==> src/rtl/acc_pkg.sv <==
// Shared opcodes and FSM state encoding for the accumulator unit.
package acc_pkg;

  localparam logic [3:0] OP_NOP = 4'd0;
  localparam logic [3:0] OP_LD  = 4'd1;
  localparam logic [3:0] OP_ADD = 4'd2;
  localparam logic [3:0] OP_SUB = 4'd3;
  localparam logic [3:0] OP_AND = 4'd4;
  localparam logic [3:0] OP_OR  = 4'd5;
  localparam logic [3:0] OP_XOR = 4'd6;
  localparam logic [3:0] OP_NOT = 4'd7;
  localparam logic [3:0] OP_INC = 4'd8;
  localparam logic [3:0] OP_CLR = 4'd9;
  localparam logic [3:0] OP_SHL = 4'd10;
  localparam logic [3:0] OP_SHR = 4'd11;

  typedef enum logic {ST_IDLE, ST_SHIFT} state_t;

endpackage

==> src/rtl/acc_alu.sv <==
// Single-cycle ALU: new accumulator value plus carry/borrow and signed overflow.
module acc_alu
  import acc_pkg::*;
#(
  parameter int DATA_W = 8,
  parameter int LOAD_W = 5
) (
  input  logic [DATA_W-1:0] acc,
  input  logic [DATA_W-1:0] opr,
  input  logic [3:0]        op_code,
  output logic [DATA_W-1:0] result,
  output logic              c,
  output logic              v
);

  localparam int MSB = DATA_W - 1;
  // Built one bit wider so LOAD_W == DATA_W still yields an all-ones mask.
  localparam logic [DATA_W:0] LD_MASK_X = ((DATA_W+1)'(1) << LOAD_W) - (DATA_W+1)'(1);

  logic [DATA_W:0] ext;

  always_comb begin
    result = acc;
    c      = 1'b0;
    v      = 1'b0;
    ext    = '0;
    case (op_code)
      OP_LD:  result = opr & LD_MASK_X[DATA_W-1:0];
      OP_ADD: begin
        ext    = {1'b0, acc} + {1'b0, opr};
        result = ext[MSB:0];
        c      = ext[DATA_W];
        v      = (acc[MSB] == opr[MSB]) && (result[MSB] != acc[MSB]);
      end
      OP_SUB: begin
        ext    = {1'b0, acc} - {1'b0, opr};
        result = ext[MSB:0];
        c      = ext[DATA_W];
        v      = (acc[MSB] != opr[MSB]) && (result[MSB] != acc[MSB]);
      end
      OP_AND: result = acc & opr;
      OP_OR:  result = acc | opr;
      OP_XOR: result = acc ^ opr;
      OP_NOT: result = ~acc;
      OP_INC: begin
        ext    = {1'b0, acc} + (DATA_W+1)'(1);
        result = ext[MSB:0];
        c      = ext[DATA_W];
        v      = ~acc[MSB] & result[MSB];
      end
      OP_CLR: result = '0;
      default: ;
    endcase
  end

endmodule

==> src/rtl/acc_unit.sv <==
// Accumulator with operand mux, registered flags and a multi-cycle serial shifter
// behind a valid/ready handshake.
module acc_unit
  import acc_pkg::*;
#(
  parameter  int DATA_W = 8,
  parameter  int LOAD_W = 5,
  localparam int SH_W   = $clog2(DATA_W)
) (
  input  logic              clk,
  input  logic              rst,
  input  logic [DATA_W-1:0] src_a_in,
  input  logic [DATA_W-1:0] src_b_in,
  input  logic              src_sel,
  input  logic              op_valid,
  input  logic [3:0]        op_code,
  input  logic [SH_W-1:0]   shamt,
  output logic              op_ready,
  output logic              busy,
  output logic [DATA_W-1:0] ac_out,
  output logic              flag_z,
  output logic              flag_n,
  output logic              flag_c,
  output logic              flag_v
);

  localparam int MSB = DATA_W - 1;

  logic [DATA_W-1:0] acc;
  logic [DATA_W-1:0] opr;
  logic [DATA_W-1:0] alu_res;
  logic [DATA_W-1:0] shifted;
  logic              alu_c;
  logic              alu_v;
  logic              accept;
  logic              ready_q;
  logic              shift_left;
  logic [SH_W-1:0]   cnt;
  state_t            state;

  assign opr      = src_sel ? src_b_in : src_a_in;
  assign accept   = op_valid & ready_q;
  assign op_ready = ready_q;
  assign busy     = ~ready_q;
  assign ac_out   = acc;
  assign shifted  = shift_left ? {acc[MSB-1:0], 1'b0} : {1'b0, acc[MSB:1]};

  acc_alu #(
    .DATA_W(DATA_W),
    .LOAD_W(LOAD_W)
  ) u_alu (
    .acc    (acc),
    .opr    (opr),
    .op_code(op_code),
    .result (alu_res),
    .c      (alu_c),
    .v      (alu_v)
  );

  always_ff @(posedge clk or posedge rst) begin
    if (rst) begin
      acc        <= '0;
      flag_z     <= 1'b0;
      flag_n     <= 1'b0;
      flag_c     <= 1'b0;
      flag_v     <= 1'b0;
      state      <= ST_IDLE;
      cnt        <= '0;
      shift_left <= 1'b0;
      ready_q    <= 1'b1;
    end else begin
      case (state)
        ST_IDLE: begin
          if (accept) begin
            case (op_code)
              OP_LD, OP_ADD, OP_SUB, OP_AND, OP_OR, OP_XOR, OP_NOT, OP_INC, OP_CLR: begin
                acc    <= alu_res;
                flag_z <= (alu_res == '0);
                flag_n <= alu_res[MSB];
                flag_c <= alu_c;
                flag_v <= alu_v;
              end
              OP_SHL, OP_SHR: begin
                if (shamt == '0) begin
                  flag_z <= (acc == '0);
                  flag_n <= acc[MSB];
                  flag_c <= 1'b0;
                  flag_v <= 1'b0;
                end else begin
                  state      <= ST_SHIFT;
                  cnt        <= shamt;
                  shift_left <= (op_code == OP_SHL);
                  ready_q    <= 1'b0;
                end
              end
              default: ;
            endcase
          end
        end
        ST_SHIFT: begin
          acc    <= shifted;
          flag_c <= shift_left ? acc[MSB] : acc[0];
          flag_v <= 1'b0;
          // Z/N only settle on the final step; intermediate steps leave them stale.
          if (cnt == SH_W'(1)) begin
            state   <= ST_IDLE;
            ready_q <= 1'b1;
            flag_z  <= (shifted == '0);
            flag_n  <= shifted[MSB];
          end else begin
            cnt <= cnt - SH_W'(1);
          end
        end
        default: state <= ST_IDLE;
      endcase
    end
  end

endmodule

==> config.mk <==
export PLATFORM = sky130hd
export DESIGN_NAME = acc_unit
export DESIGN_NICKNAME = d
export VERILOG_FILES = /design/src/rtl/acc_pkg.sv /design/src/rtl/acc_alu.sv /design/src/rtl/acc_unit.sv
export SDC_FILE = /design/constraint.sdc
export NUM_CORES = 1
export LEC_CHECK = 0
export CAP_MARGIN = 20
export CORE_MARGIN = 2
export CORE_UTILIZATION = 58
export CTS_BUF_LIST = sky130_fd_sc_hd__clkbuf_8
export DETAILED_ROUTE_END_ITERATION = 12
export GPL_TIMING_DRIVEN = 0
export PLACE_DENSITY = 0.84
export SYNTH_ARGS = -nofsm -noshare
export SYNTH_HDL_FRONTEND = slang
export SYNTH_SLANG_ARGS = --single-unit
==> constraint.sdc <==
create_clock -name clk -period 3.24 [get_ports clk]
set_input_delay 0.648 -clock clk [delete_from_list [all_inputs] [get_ports clk]]
set_output_delay 0.648 -clock clk [all_outputs]
set_load 0.02 [all_outputs]
==> metrics.cfg, run 1 <==
[cts]
cts_hold_buffers=0
clk_latency_ns=0.26
clk_pin_slew_ns=0.07
cts_num_sinks=18
htree_levels=1
root_buffer=clkbuf_8
cts_buffer_depth=2
cts_buffers=3
tritoncts=built

[sta]
setup-tns-final_ns=0
fin_hold_ws_ns=0.501
maxSlewViolCount=0
setup_viol=0
finClkSkew_ns=0.00261
finalCritPeriodShare_pct=99.7
period_minus_slack_ns=3.23
fmax_mhz=310
slew-limit-headroom_pct=28.8
hold_viol_final=0
worst_slew_pin_slew_ns=1.05

[cells_and_area]
multi_input_area_mm2=0.00247
area_delta_synth_final_pct=26.0
final_layout_size_suffix_gt1_share_pct=16.0
nNetsFinal=497
fill_cells=397
antenna_cells=0
final-seq-area_um2=453
most-common-layout-cells=nand2_1 (37), clkdlybuf4s50_1 (37), ha_1 (31)
final_cells=500

[place]
io_buffers=39
place_congestion=0.956
dp_hpwl_mm=7.19
dp.cells=491

[setup_path]
critPathCaptureType=register
startpoint=src_b_in[6]
critPathLaunchType=primary input
critical_path_required_ns=3.39
timing.rr.start=ac_out[1]
path_delay_family=compound AO/OA/AOI/OAI gates
cp_cell_sequence=clkdlybuf4s50_1, mux2i_1, ha_1, nor4_4, a21oi_4, xnor2_1, o221ai_2, a2111o_1, o41ai_2
max_stage_delay_ns=0.41
critPathKind=in -> reg
worstPathArrival_ns=3.37
worst-path-buf-inv=1
cp_slowest_cell=nor4_4
crit_fanout=4

[routing]
via_count=3312
drt_iter0_drc=470
ant_nets=0
viasPerCell=6.62
dr.pass1.iters=6
wl_per_cell_um=19.8
totalWireLength_mm=9.91
drc=0

[floorplanning]
die_area_mm2=0.00571
die_h_um=75.6
core_mm2=0.00501
rows=26
pin_count=41
start_util_pct=59.3
die_w_um=75.6

[global_route]
antenna_found_initial=0
grt_pass1_vias=3181
track_usage_pct=34.9
grt_pass1_wl_mm=15.2
grt_max_degree=19
grt_overflow_total=0

[logic_synthesis]
synth_warnings=0
synth_top_cell_by_area=ha_1
yosysTopAreaCellShare_pct=15.6
syn-cell-area_mm2=0.00297
synthFlopType=dfrtp_1
ys_top_cells_by_area=ha_1 (16%), dfrtp_1 (14%), mux2i_1 (5.7%)
syn-num-nets=448
synth-seq-area-share_pct=15.2
synthCells=382
synth_cell_types=68
synth_edf_count=0
async_flop_share_pct=100
syn_avg_cell_area_um2=7.78
ys_ff_latch=18

[run]
cap_violations=0

[run_status]
status=finished clean

[power_and_ir_drop]
peakVddDrop_mv=0.538
total_leakage_power_nw=1.56
p_per_area_mw_per_mm2=769

[min_path]
hp-class=reg -> reg
worstHoldStart=op_ready

kinds of logic (layout without fill, tap and decap cells):
logic type / Yosys count / in the layout / share of synthesized area (%)
flip-flops: 18 / 18 / 15.2
multiplexers: 21 / 21 / 7.33
adder cells (fa/ha/maj): 39 / 39 / 16.9
XOR/XNOR: 10 / 10 / 2.95
AND/OR/NAND/NOR: 122 / 122 / 21.9
AO/OA/AOI/OAI: 119 / 119 / 27.8
buffers and inverters: 53 / 101 / 7.83
power breakdown:
part	internal [mW]	switching [mW]
combinational	0.931	1.25
clock	0.108	0.0749
sequential	0.332	0.185
area by class of cell:
type / count / area share, %
Buffer: 21 / 3.11
Clock buffer: 4 / 1.47
Inverter: 31 / 3.18
Timing Repair Buffer: 45 / 11.8
Sequential cell: 18 / 12.1
Multi-Input combinational cell: 311 / 66.0
Tap cell: 70 / 2.34
synth_stat cells, types with 5 or more instances:
| master | instances |
|---|---|
| a211oi_1 | 6 |
| a21oi_1 | 30 |
| a31oi_1 | 8 |
| buf_2 | 9 |
| clkbuf_1 | 7 |
| dfrtp_1 | 17 |
| ha_1 | 37 |
| inv_1 | 31 |
| mux2i_1 | 17 |
| nand2_1 | 37 |
| nand2b_1 | 6 |
| nand3_1 | 7 |
| nand3b_1 | 6 |
| nand4_1 | 6 |
| nor2_1 | 23 |
| nor2b_1 | 8 |
| o21ai_0 | 18 |
| o22ai_1 | 5 |
| o31ai_1 | 5 |
| xnor2_1 | 10 |
worst reg2reg max path, delay by kind of cell (launching register included):
family | cells | cell delay [ns]
compound gates | 5 | 1.55
flops | 1 | 0.56
fa+ha+maj | 1 | 0.36
simple gates | 2 | 0.14
buf+inv | 2 | 0.41
per-stage QoR:
stage | cell area, um^2 | worst slack (ns) | power (mW) | util (%)
after floorplan | 2970 | 0.0963 | 1.76 | -
after global placement | 3450 | -0.494 | 2.31 | 68.9
after detailed placement | 3450 | -0.504 | 2.35 | 68.9
after CTS | 3560 | -0.0447 | 2.62 | 71.0
after global routing | 3740 | -0.0468 | 3.07 | 74.7
final | 3740 | 0.0109 | 2.88 | 74.7
state kept, by name, summed over array words and instances, names as in the netlist:
register    flops
shift_left      1
flag_n          1
state           1
ac_out          8
flag_c          1
flag_z          1
op_ready        1
cnt             3
flag_v          1
layer usage:
| metal | up-vias | wire length, um | global-route usage (%) |
|---|---|---|---|
| met5 | - | 0 | 0 |
| met4 | 0 | 357 | 14.2 |
| met3 | 49 | 929 | 4.50 |
| met2 | 224 | 4710 | 58.6 |
| met1 | 1532 | 3910 | 45.4 |
| li1 | 1507 | - | - |
path summary, 6_finish.rpt:
check                                  to  slack (ns)  cells after the start
worst min-delay path             op_ready        0.50                      2
worst min register to register   op_ready        0.50                      2
worst max register to register     flag_z        0.10                     10
min in group asynchronous          cnt[2]        0.79                      2
max in group asynchronous       ac_out[0]        1.99                      2
worst max-delay path               flag_z        0.01                      9
timing repair:
item                                    in CTS  in global routing
endpoints found under the setup margin       2                  7
setup buffers                                3                  3
pin swaps                                    4                 11
gates resized for setup                      7                 43
endpoints found under the hold margin        0                  0
Power figures use the tool's default switching activity.
==> run 2, diff against run 1 <==
--- a/config.mk
+++ b/config.mk
@@ -11,6 +11,7 @@
 export CTS_BUF_LIST = sky130_fd_sc_hd__clkbuf_8
 export DETAILED_ROUTE_END_ITERATION = 12
 export GPL_TIMING_DRIVEN = 0
+export HOLD_SLACK_MARGIN = 0.12
 export PLACE_DENSITY = 0.84
 export SYNTH_ARGS = -nofsm -noshare
 export SYNTH_HDL_FRONTEND = slang
==> results of run 2 <==
Same layout as run 1: the final DEF is identical, and so are final timing and power.
==> run 3, diff against run 2 <==
--- a/config.mk
+++ b/config.mk
@@ -10,7 +10,6 @@
 export CORE_UTILIZATION = 58
 export CTS_BUF_LIST = sky130_fd_sc_hd__clkbuf_8
 export DETAILED_ROUTE_END_ITERATION = 12
-export GPL_TIMING_DRIVEN = 0
 export HOLD_SLACK_MARGIN = 0.12
 export PLACE_DENSITY = 0.84
 export SYNTH_ARGS = -nofsm -noshare
==> run 3 against run 2 <==
The flow now finishes with violations (negative setup slack); hold slack improved by 0.022 ns; cell count increased by 10%; clock power about the same; clock skew about the same; fmax decreased by 2.0%; via count increased by 11%; global-route usage increased by 1.4 points; die area unchanged; first-iteration DRC count increased by 4.5%; wire length increased by 14%; total power increased by 13%; critical path type unchanged; largest power group unchanged; highest routed layer unchanged.
==> metrics.cfg, run 3 (synthesized netlist as in run 1, its figures left out) <==
[routing]
totalWireLength_mm=11.3  ; +14%
ant_nets=0  ; unchanged
dr.pass1.iters=6  ; unchanged
viasPerCell=6.68  ; +0.90%
drt_iter0_drc=491  ; +4.5%
wl_per_cell_um=20.5  ; +3.6%
via_count=3676  ; +11%
drc=0  ; unchanged

[cts]
clk_latency_ns=0.26  ; about the same
clk_pin_slew_ns=0.06  ; about the same
htree_levels=1  ; unchanged
cts_hold_buffers=0  ; unchanged
cts_num_sinks=18  ; unchanged
root_buffer=clkbuf_8
cts_buffers=3  ; unchanged
tritoncts=built
cts_buffer_depth=2  ; unchanged

[sta]
setup_viol=2  ; +2
fmax_mhz=303  ; -2.0%
slew-limit-headroom_pct=54.0  ; +25 points
fin_hold_ws_ns=0.523  ; +0.0218 ns
finClkSkew_ns=0.00252  ; -0.0000842 ns
finalCritPeriodShare_pct=102  ; +2.0 points
period_minus_slack_ns=3.30  ; +0.0660 ns
hold_viol_final=0  ; unchanged
maxSlewViolCount=0  ; unchanged
worst_slack_ns=-0.0551  ; -0.0660 ns
worst_slew_pin_slew_ns=0.681  ; -0.373 ns

[power_and_ir_drop]
power_frac_comb_pct=78.2  ; +2.5 points
clkPwrFrac_pct=5.6  ; -0.8 points
p_per_area_mw_per_mm2=779  ; +1.4%
power.internal_mw=1.61  ; +18%
total_leakage_power_nw=1.84  ; +18%
peakVddDrop_mv=0.677  ; +26%
seqPwrFrac_pct=16.1  ; -1.9 points
switchingPower_mw=1.63  ; +8.5%
switching_share_pct=50.3  ; -2.0 points
p_total_mw=3.25  ; +13%

[cells_and_area]
largest_reg_flops=8  ; unchanged
multi_input_area_mm2=0.00246  ; -0.51%
final_common_cell=buf_4
final-seq-area_um2=452  ; -0.28%
post-route-cell-area_mm2=0.00417  ; +11%
antenna_cells=0  ; unchanged
final_layout_size_suffix_gt1_share_pct=26.0  ; +10 points
nNetsFinal=547  ; +10%
fill_cells=318  ; -20%
fin_util_pct=83.2  ; +8.4 points
area_delta_synth_final_pct=40.2
most-common-layout-cells=buf_4 (73), nand2_1 (36), clkdlybuf4s50_1 (36)

[global_route]
grt_max_degree=27  ; +8
track_usage_pct=36.3  ; +1.4 points
grt_overflow_total=0  ; unchanged
grt_pass1_vias=3297  ; +3.6%
grt_pass1_wl_mm=15.8  ; +3.9%
antenna_found_initial=0  ; unchanged

[setup_path]
critPathLaunchType=primary input
crit_fanout=6  ; +2
critPathCaptureType=register
worstPathArrival_ns=3.45  ; +0.08 ns
critPathKind=in -> reg
critical_path_required_ns=3.40  ; about the same

[min_path]
hp-class=reg -> reg

[run_status]
status=complete, but fails checks
failed_checks=negative setup slack

[place]
io_buffers=40  ; +2.6%
place_congestion=0.974  ; +1.9%
dp_hpwl_mm=7.85  ; +9.3%
place_area_mm2=0.00388  ; +13%

[floorplanning]
die_h_um=75.6  ; unchanged
die_w_um=75.6  ; unchanged
core_mm2=0.00501  ; unchanged
rows=26  ; unchanged
start_util_pct=59.3  ; unchanged
die_area_mm2=0.00571  ; unchanged
pin_count=41  ; unchanged

[run]
cap_violations=0  ; unchanged

==> run 3: metrics by stage <==
step / std cells / setup TNS [ns] / setup WS [ns]
3_5_place_dp: 540 / -3.38 / -0.561
6_report: 550 / -0.0607 / -0.0551
2_1_floorplan: 382 / 0 / 0.0963
4_1_cts: 545 / 0 / 0.0108
3_3_place_gp: 540 / -2.51 / -0.443
5_1_grt: 550 / -0.147 / -0.102
==> run 3: area by class of cell <==
cell class,count,share of cell area [%]
repair buffers,116,23.8
multi-input cells,311,59.0
well taps,70,2.10
flip-flops and latches,18,10.8
inverters,31,2.85
clock buffers,4,1.32
==> run 3: power by group through the flow <==
stage                     registers (mW)  logic (mW)  clock network (mW)
after floorplan                    0.540        1.22                   0
after global placement             0.500        2.12                   0
after detailed placement           0.504        2.17                   0
after CTS                          0.503        2.20               0.183
after global routing               0.536        2.68               0.190
final                              0.523        2.54               0.183
==> run 3: worst max-delay path: stages <==
cell	delay, ns
clkdlybuf4s50_1	0.42
mux2_4	0.31
inv_4	0.07
ha_4	0.20
buf_6	0.13
nand3b_1	0.20
nand3b_1	0.17
a211o_1	0.15
nand2_1	0.06
o32a_1	0.37
a2111o_1	0.40
o41ai_2	0.31
==> run 3: path summary, 6_finish.rpt <==
kind / start / end / slack (ns) / cells past startpoint
max: src_a_in[2] / flag_z / -0.06 / 12
min: op_ready / op_ready / 0.52 / 2
max reg2reg: ac_out[2] / flag_z / 0.21 / 10
min reg2reg: op_ready / op_ready / 0.52 / 2
max in group asynchronous: rst / ac_out[3] / 2.02 / 2
min in group asynchronous: rst / flag_c / 0.79 / 2
==> run 3: layer usage <==
metal | vias to the layer above | GRT usage (%) | part of all wire, %
met1 | 1717 | 48.2 | 39
li1 | 1608 | - | -
met2 | 285 | 61.5 | 47
met4 | 0 | 13.3 | 4.9
met5 | - | 0 | 0
met3 | 66 | 3.17 | 9.4
==> run 3: what timing repair did <==
| item | in CTS | in global routing |
|---|---|---|
| setup buffers | 1 | 5 |
| endpoints found under the setup margin | 6 | 5 |
| pin swaps | 0 | 15 |
| resized for setup | 3 | 46 |
